--- config.mk ---
export PLATFORM = sky130hd
export DESIGN_NAME = dsp_mac_post_stage
export DESIGN_NICKNAME = d
export VERILOG_FILES = /design/src/rtl/dsp_pkg.sv /design/src/rtl/dsp_pipe_reg.sv /design/src/rtl/dsp_mac_post_stage.sv
export SDC_FILE = /design/constraint.sdc
export NUM_CORES = 2
export LEC_CHECK = 0
export CAP_MARGIN = 5
export CELL_PAD_IN_SITES_DETAIL_PLACEMENT = 1
export CELL_PAD_IN_SITES_GLOBAL_PLACEMENT = 1
export CORE_MARGIN = 2
export CORE_UTILIZATION = 43
export CTS_BUF_LIST = sky130_fd_sc_hd__clkbuf_4
export CTS_CLUSTER_DIAMETER = 50
export DETAILED_ROUTE_END_ITERATION = 7
export PLACE_DENSITY = 0.88
export SETUP_SLACK_MARGIN = 0.5
export SLEW_MARGIN = 20
export SYNTH_ARGS = -nofsm -noshare
export SYNTH_HDL_FRONTEND = slang
export SYNTH_SLANG_ARGS = --single-unit
--- constraint.sdc ---
create_clock -name clk -period 9.61 [get_ports clk]
set_clock_uncertainty 0.05 [all_clocks]
set_input_delay 1.922 -clock clk [delete_from_list [all_inputs] [get_ports clk]]
set_output_delay 1.922 -clock clk [all_outputs]
set_load 0.02 [all_outputs]
--- src/rtl/dsp_pkg.sv ---
// Shared definitions for the DSP slice: OPMODE field encodings and default widths.
// Pure declarations: no logic, no latency and no flow control.
package dsp_pkg;

    localparam int DEF_WIDTH  = 18;
    localparam int DEF_PWIDTH = 48;
    localparam int OPMODE_W   = 5;

    // X-mux select, OPMODE[1:0]
    localparam logic [1:0] X_ZERO = 2'b00;
    localparam logic [1:0] X_M    = 2'b01;
    localparam logic [1:0] X_P    = 2'b10;
    localparam logic [1:0] X_DAB  = 2'b11;

    // Z-mux select, OPMODE[3:2]
    localparam logic [1:0] Z_ZERO = 2'b00;
    localparam logic [1:0] Z_PCIN = 2'b01;
    localparam logic [1:0] Z_P    = 2'b10;
    localparam logic [1:0] Z_C    = 2'b11;

    localparam int OP_SUB = 4;

endpackage

--- src/rtl/dsp_pipe_reg.sv ---
// Optional pipeline register with clock enable and async active-high clear.
// Latency is 1 cycle when ENABLE=1 and 0 when ENABLE=0; CE=0 holds, there is no backpressure.
module dsp_pipe_reg #(
    parameter int WIDTH  = 1,
    parameter bit ENABLE = 1'b1
) (
    input  logic             clk,
    input  logic             rst,
    input  logic             ce,
    input  logic [WIDTH-1:0] d,
    output logic [WIDTH-1:0] q
);

    generate
        if (ENABLE) begin : g_reg
            always_ff @(posedge clk or posedge rst) begin
                if (rst) begin
                    q <= '0;
                end else if (ce) begin
                    q <= d;
                end
            end
        end else begin : g_wire
            logic unused_ok;
            assign unused_ok = &{1'b0, clk, rst, ce};
            assign q = d;
        end
    endgenerate

endmodule

--- src/rtl/dsp_mac_post_stage.sv ---
// Signed multiply, X/Z post-add/subtract with carry-in into the P accumulator, PCOUT cascade.
// Latency 1+MREG CE cycles from A/B/controls to P; CE=0 freezes every stage, with no backpressure.
module dsp_mac_post_stage
    import dsp_pkg::*;
#(
    parameter int WIDTH  = DEF_WIDTH,
    parameter int PWIDTH = DEF_PWIDTH,
    parameter bit MREG   = 1'b1
) (
    input  logic                       clk,
    input  logic                       rst,
    input  logic                       CE,
    input  logic                       in_valid,
    input  logic signed [WIDTH-1:0]    A,
    input  logic signed [WIDTH-1:0]    B,
    input  logic        [PWIDTH-1:0]   C,
    input  logic        [PWIDTH-1:0]   PCIN,
    input  logic        [OPMODE_W-1:0] OPMODE,
    input  logic                       CARRYIN,
    output logic        [PWIDTH-1:0]   P,
    output logic        [PWIDTH-1:0]   PCOUT,
    output logic                       CARRYOUT,
    output logic                       out_valid
);

    localparam int MW = 2 * WIDTH;
    localparam int CW = OPMODE_W + 1 + PWIDTH + PWIDTH + MW;

    logic signed [MW-1:0]       a_ext;
    logic signed [MW-1:0]       b_ext;
    logic signed [MW-1:0]       prod;
    logic        [MW-1:0]       m_q;
    logic        [CW-1:0]       ctrl_d;
    logic        [CW-1:0]       ctrl_q;
    logic        [OPMODE_W-1:0] op_q;
    logic                       cin_q;
    logic        [PWIDTH-1:0]   c_q;
    logic        [PWIDTH-1:0]   pcin_q;
    logic        [WIDTH-1:0]    a_q;
    logic        [WIDTH-1:0]    b_q;
    logic        [PWIDTH-1:0]   p_q;
    logic        [PWIDTH:0]     m_sext;
    logic        [PWIDTH-1:0]   dab;
    logic        [PWIDTH:0]     x_op;
    logic        [PWIDTH:0]     z_op;
    logic        [PWIDTH:0]     cin_ext;
    logic        [PWIDTH:0]     r;
    logic        [PWIDTH:0]     p_reg_q;
    logic                       v_m;

    assign a_ext = {{WIDTH{A[WIDTH-1]}}, A};
    assign b_ext = {{WIDTH{B[WIDTH-1]}}, B};
    assign prod  = a_ext * b_ext;

    dsp_pipe_reg #(.WIDTH(MW), .ENABLE(MREG)) u_m_reg (
        .clk (clk),
        .rst (rst),
        .ce  (CE),
        .d   (prod),
        .q   (m_q)
    );

    // Controls and the D:A:B operands travel with the product so the post-adder sees a matched set.
    assign ctrl_d = {OPMODE, CARRYIN, C, PCIN, A, B};

    dsp_pipe_reg #(.WIDTH(CW), .ENABLE(MREG)) u_ctrl_reg (
        .clk (clk),
        .rst (rst),
        .ce  (CE),
        .d   (ctrl_d),
        .q   (ctrl_q)
    );

    assign {op_q, cin_q, c_q, pcin_q, a_q, b_q} = ctrl_q;

    // The product is signed, so it is sign-extended through the carry bit; other operands are unsigned.
    assign m_sext  = {{(PWIDTH + 1 - MW){m_q[MW-1]}}, m_q};
    assign cin_ext = {{PWIDTH{1'b0}}, cin_q};

    always_comb begin
        dab          = c_q;
        dab[MW-1:0]  = {a_q, b_q};

        x_op = '0;
        case (op_q[1:0])
            X_ZERO:  x_op = '0;
            X_M:     x_op = m_sext;
            X_P:     x_op = {1'b0, p_q};
            X_DAB:   x_op = {1'b0, dab};
            default: x_op = '0;
        endcase

        z_op = '0;
        case (op_q[3:2])
            Z_ZERO:  z_op = '0;
            Z_PCIN:  z_op = {1'b0, pcin_q};
            Z_P:     z_op = {1'b0, p_q};
            Z_C:     z_op = {1'b0, c_q};
            default: z_op = '0;
        endcase

        if (op_q[OP_SUB]) begin
            r = z_op - (x_op + cin_ext);
        end else begin
            r = z_op + x_op + cin_ext;
        end
    end

    dsp_pipe_reg #(.WIDTH(PWIDTH + 1), .ENABLE(1'b1)) u_p_reg (
        .clk (clk),
        .rst (rst),
        .ce  (CE),
        .d   (r),
        .q   (p_reg_q)
    );

    assign p_q      = p_reg_q[PWIDTH-1:0];
    assign CARRYOUT = p_reg_q[PWIDTH];
    assign P        = p_q;
    assign PCOUT    = p_q;

    dsp_pipe_reg #(.WIDTH(1), .ENABLE(MREG)) u_valid_m (
        .clk (clk),
        .rst (rst),
        .ce  (CE),
        .d   (in_valid),
        .q   (v_m)
    );

    dsp_pipe_reg #(.WIDTH(1), .ENABLE(1'b1)) u_valid_p (
        .clk (clk),
        .rst (rst),
        .ce  (CE),
        .d   (v_m),
        .q   (out_valid)
    );

endmodule

==> impl_metrics.env <==
export IMPL_post_cts_setup_buffers=0
export IMPL_utilization=0.4922
export IMPL_grt_util_met1=0.3299
export IMPL_first_pass_iters=5
export IMPL_layout_min_cycle_time_ps=8742
export IMPL_yosys_cell_types_count=82
export IMPL_maximum_number_of_pins_on_one_net_before_global_route_repair=124
export IMPL_root_buffer="clkbuf_4"
export IMPL_layout_filler_cells=7814
export IMPL_critical_path_startpoint="A[17]"
export IMPL_chipHeight_um=264.8
export IMPL_groute_layer_met2_usage=0.4807
export IMPL_relSlewSlack=0.2889
export IMPL_post_drt_wl_per_cell_um=22.24
export IMPL_hpwlAfterDp_um=74720
export IMPL_finalWorstSetupSlack_ps=867.8
export IMPL_core_area_um2=67280
export IMPL_port_buffers=239
export IMPL_busiest_layer="met2"
export IMPL_finalNetCount=4065
export IMPL_yosys_warnings=0
export IMPL_clock_latency_ps=860
export IMPL_synth_sequential_area_ratio=0.1925
export IMPL_worst_r2r_path_depth=17
export IMPL_crit_fanout=15
export IMPL_hold_violations=0
export IMPL_tritoncts="yes"
export IMPL_multi_input_area_um2=20690
export IMPL_post_route_cell_area_um2=33110
export IMPL_crit_path_end_kind="flip-flop"
export IMPL_final_min_period_over_clock_period=0.9097
export IMPL_vias=24220
export IMPL_worst_endpoint_required_ps=10290
export IMPL_vias_in_the_first_global_route=27340
export IMPL_area_sequential_um2=5635
export IMPL_timing_reg2reg_setup_slack_ps=3540
export IMPL_ant_nets=0
export IMPL_path_class="input pin to flip-flop"
export IMPL_area_growth_syn_to_layout_pct=13.20
export IMPL_proportion_of_layout_cells_with_a_drive_suffix_above_1=0.1202
export IMPL_std_cell_rows=95
export IMPL_synth_main_ff_cell="dfrtp_1"
export IMPL_finalMaxSlewViolations=0
export IMPL_worst_setup_path_endpoint="u_m_reg.q[35]"
export IMPL_post_place_ws_ps=254.7
export IMPL_grt_antenna_before_repair=4
export IMPL_grt_total_usage=0.2740
export IMPL_crit_arrival_ps=9420
export IMPL_maxCapViolations=0
export IMPL_outcome="complete, no violations"
export IMPL_worst_r2r_startpoint="u_ctrl_reg.q[134]"
export IMPL_wire_length_of_the_first_global_routing_pass_um=150900
export IMPL_setup_tns_ps=0
export IMPL_clock_path_buffers=3
export IMPL_syn_nets=3901
export IMPL_worst_slew_pin_slew_ps=1053
export IMPL_cts_resized_gates=0
export IMPL_report_final_setup_viol=0
export IMPL_totalWireLength_um=95260
export IMPL_globalRouteMet3Util=0.04505
export IMPL_drc=0
export IMPL_holdBufCountCts=0
export IMPL_most_common_library_cell_in_the_layout_ignoring_fill_and_taps="inv_1"
export IMPL_clkTransAtPathRegs_ps=60
export IMPL_die_w_um=264.8
export IMPL_hold_crit_class="flip-flop to flip-flop"
export IMPL_cts_made_buffers=72
export IMPL_cts_sinks=225
export IMPL_synthesis_instances=3194
export IMPL_viasPerCell=5.654
export IMPL_io_pins=240
export IMPL_die_area_um2=70130
export IMPL_fmax_mhz=114.4
export IMPL_asyncSetResetFlopFracSynth=1.000
export IMPL_htreeDepth=3
export IMPL_syn_avg_cell_area_um2=9.159
export IMPL_finalWeightedCongestion=0.8872
export IMPL_global_route_overflow_total=0
export IMPL_synth_edf_count=0
export IMPL_start_kind="input pin"
export IMPL_synth_ff_latch_count=225
export IMPL_drtIter0Drc=1448
export IMPL_mostFrequentLayoutCells="527 x inv_1, 333 x fa_1, 264 x nand2_1, 238 x clkdlybuf4s50_1, 232 x ha_1"
export IMPL_setup_repair_after_global_routing_missed_its_margin="false"
export IMPL_rr_endpoint="u_p_reg.q[48]"
export IMPL_floorplan_initialDensity=0.4348
export IMPL_syn_area_um2=29250
export IMPL_placed_area_um2=32230
## cells in the mapped netlist, types with 5 or more instances
| cell type | instances | area share |
|---|---|---|
| ha_1 | 232 | 0.099 |
| nand2_1 | 264 | 0.034 |
| o31ai_1 | 7 | 0.0018 |
| and2_1 | 167 | 0.036 |
| nor2_1 | 136 | 0.017 |
| a22oi_1 | 31 | 0.0080 |
| a21oi_1 | 179 | 0.031 |
| o21bai_1 | 23 | 0.0059 |
| a41oi_1 | 8 | 0.0024 |
| xor2_1 | 20 | 0.0060 |
| nand2b_1 | 20 | 0.0043 |
| mux2_2 | 213 | 0.082 |
| inv_1 | 528 | 0.068 |
| mux2i_1 | 40 | 0.014 |
| fa_1 | 333 | 0.23 |
| a21o_1 | 73 | 0.019 |
| a221o_1 | 5 | 0.0017 |
| xnor2_1 | 95 | 0.028 |
| nor2b_1 | 13 | 0.0028 |
| a31oi_1 | 15 | 0.0032 |
| nor3_1 | 19 | 0.0033 |
| nand3_1 | 29 | 0.0050 |
| clkbuf_1 | 145 | 0.019 |
| a211oi_1 | 11 | 0.0028 |
| o21ai_0 | 105 | 0.018 |
| o211ai_1 | 12 | 0.0031 |
| o21a_1 | 16 | 0.0041 |
| nand4_1 | 12 | 0.0026 |
| a22o_1 | 22 | 0.0066 |
| buf_4 | 48 | 0.012 |
| and3_1 | 21 | 0.0045 |
| nor4_1 | 8 | 0.0017 |
| or3_1 | 14 | 0.0030 |
| buf_1 | 10 | 0.0013 |
| o221ai_1 | 5 | 0.0015 |
| dfrtp_1 | 225 | 0.19 |
| o21ai_1 | 9 | 0.0015 |
## worst min path at each step
stage	start	end	slack, ps	depth (start not counted)
finish	u_m_reg.q[27]	u_m_reg.q[27]	440	2
global route	u_ctrl_reg.q[95]	u_ctrl_reg.q[95]	470	1
CTS	u_m_reg.q[27]	u_m_reg.q[27]	440	2
detailed placement	u_m_reg.q[27]	u_m_reg.q[27]	430	2
global placement	u_m_reg.q[27]	u_m_reg.q[27]	420	2
floorplan	u_m_reg.q[27]	u_m_reg.q[27]	400	2
## cells by family after synthesis
group	Yosys count	share of synthesized area
multiplexers	254	0.09619
AO/OA/AOI/OAI	579	0.1295
XOR/XNOR	115	0.03443
buffers and inverters	734	0.1007
flip-flops	225	0.1925
adder cells (fa/ha/maj)	565	0.3271
AND/OR/NAND/NOR	722	0.1196
## critical path, cell delays in order
cell	delay (ps)
clkdlybuf4s50_1	740
buf_4	290
nand2_1	150
fa_1	560
inv_1	150
fa_1	1000
fa_1	570
fa_1	520
fa_1	490
inv_1	60
fa_1	480
inv_1	50
ha_1	350
a21oi_1	160
o21bai_1	70
a21o_1	180
a2111oi_0	460
nor2_1	180
a41oi_1	310
o21ai_0	180
or3_1	340
a31oi_1	190
## layer usage
| layer | part of all wire | wire length (um) |
|---|---|---|
| met5 | 0.00012 | 11 |
| met4 | 0.045 | 4299 |
| met3 | 0.050 | 4778 |
| met2 | 0.50 | 47710 |
| met1 | 0.40 | 38460 |
## layout make-up
cell class | count | area share
Multi-Input combinational cell | 2235 | 0.6249
Clock buffer | 95 | 0.02154
Inverter | 528 | 0.06008
Antenna cell | 6 | 0.0004534
Timing Repair Buffer | 296 | 0.08532
Tap cell | 873 | 0.03299
Sequential cell | 225 | 0.1702
Clock inverter | 25 | 0.004572
## flip-flops by register name, summed over array words and instances, names as in the netlist
name          count
u_m_reg.q        36
u_p_reg.q        49
u_valid_m.q       1
u_ctrl_reg.q    138
u_valid_p.q       1
## stage by stage
stage          instances  hold slack [ps]
6_report            4283            437.5
5_1_grt             4281            469.0
4_1_cts             4277            439.4
3_5_place_dp        4157            426.0
3_3_place_gp        4157            416.5
2_1_floorplan       3194            402.3
Power is not shown: default switching activity piles up to over one toggle a cycle in this logic, so the estimate is an artifact.
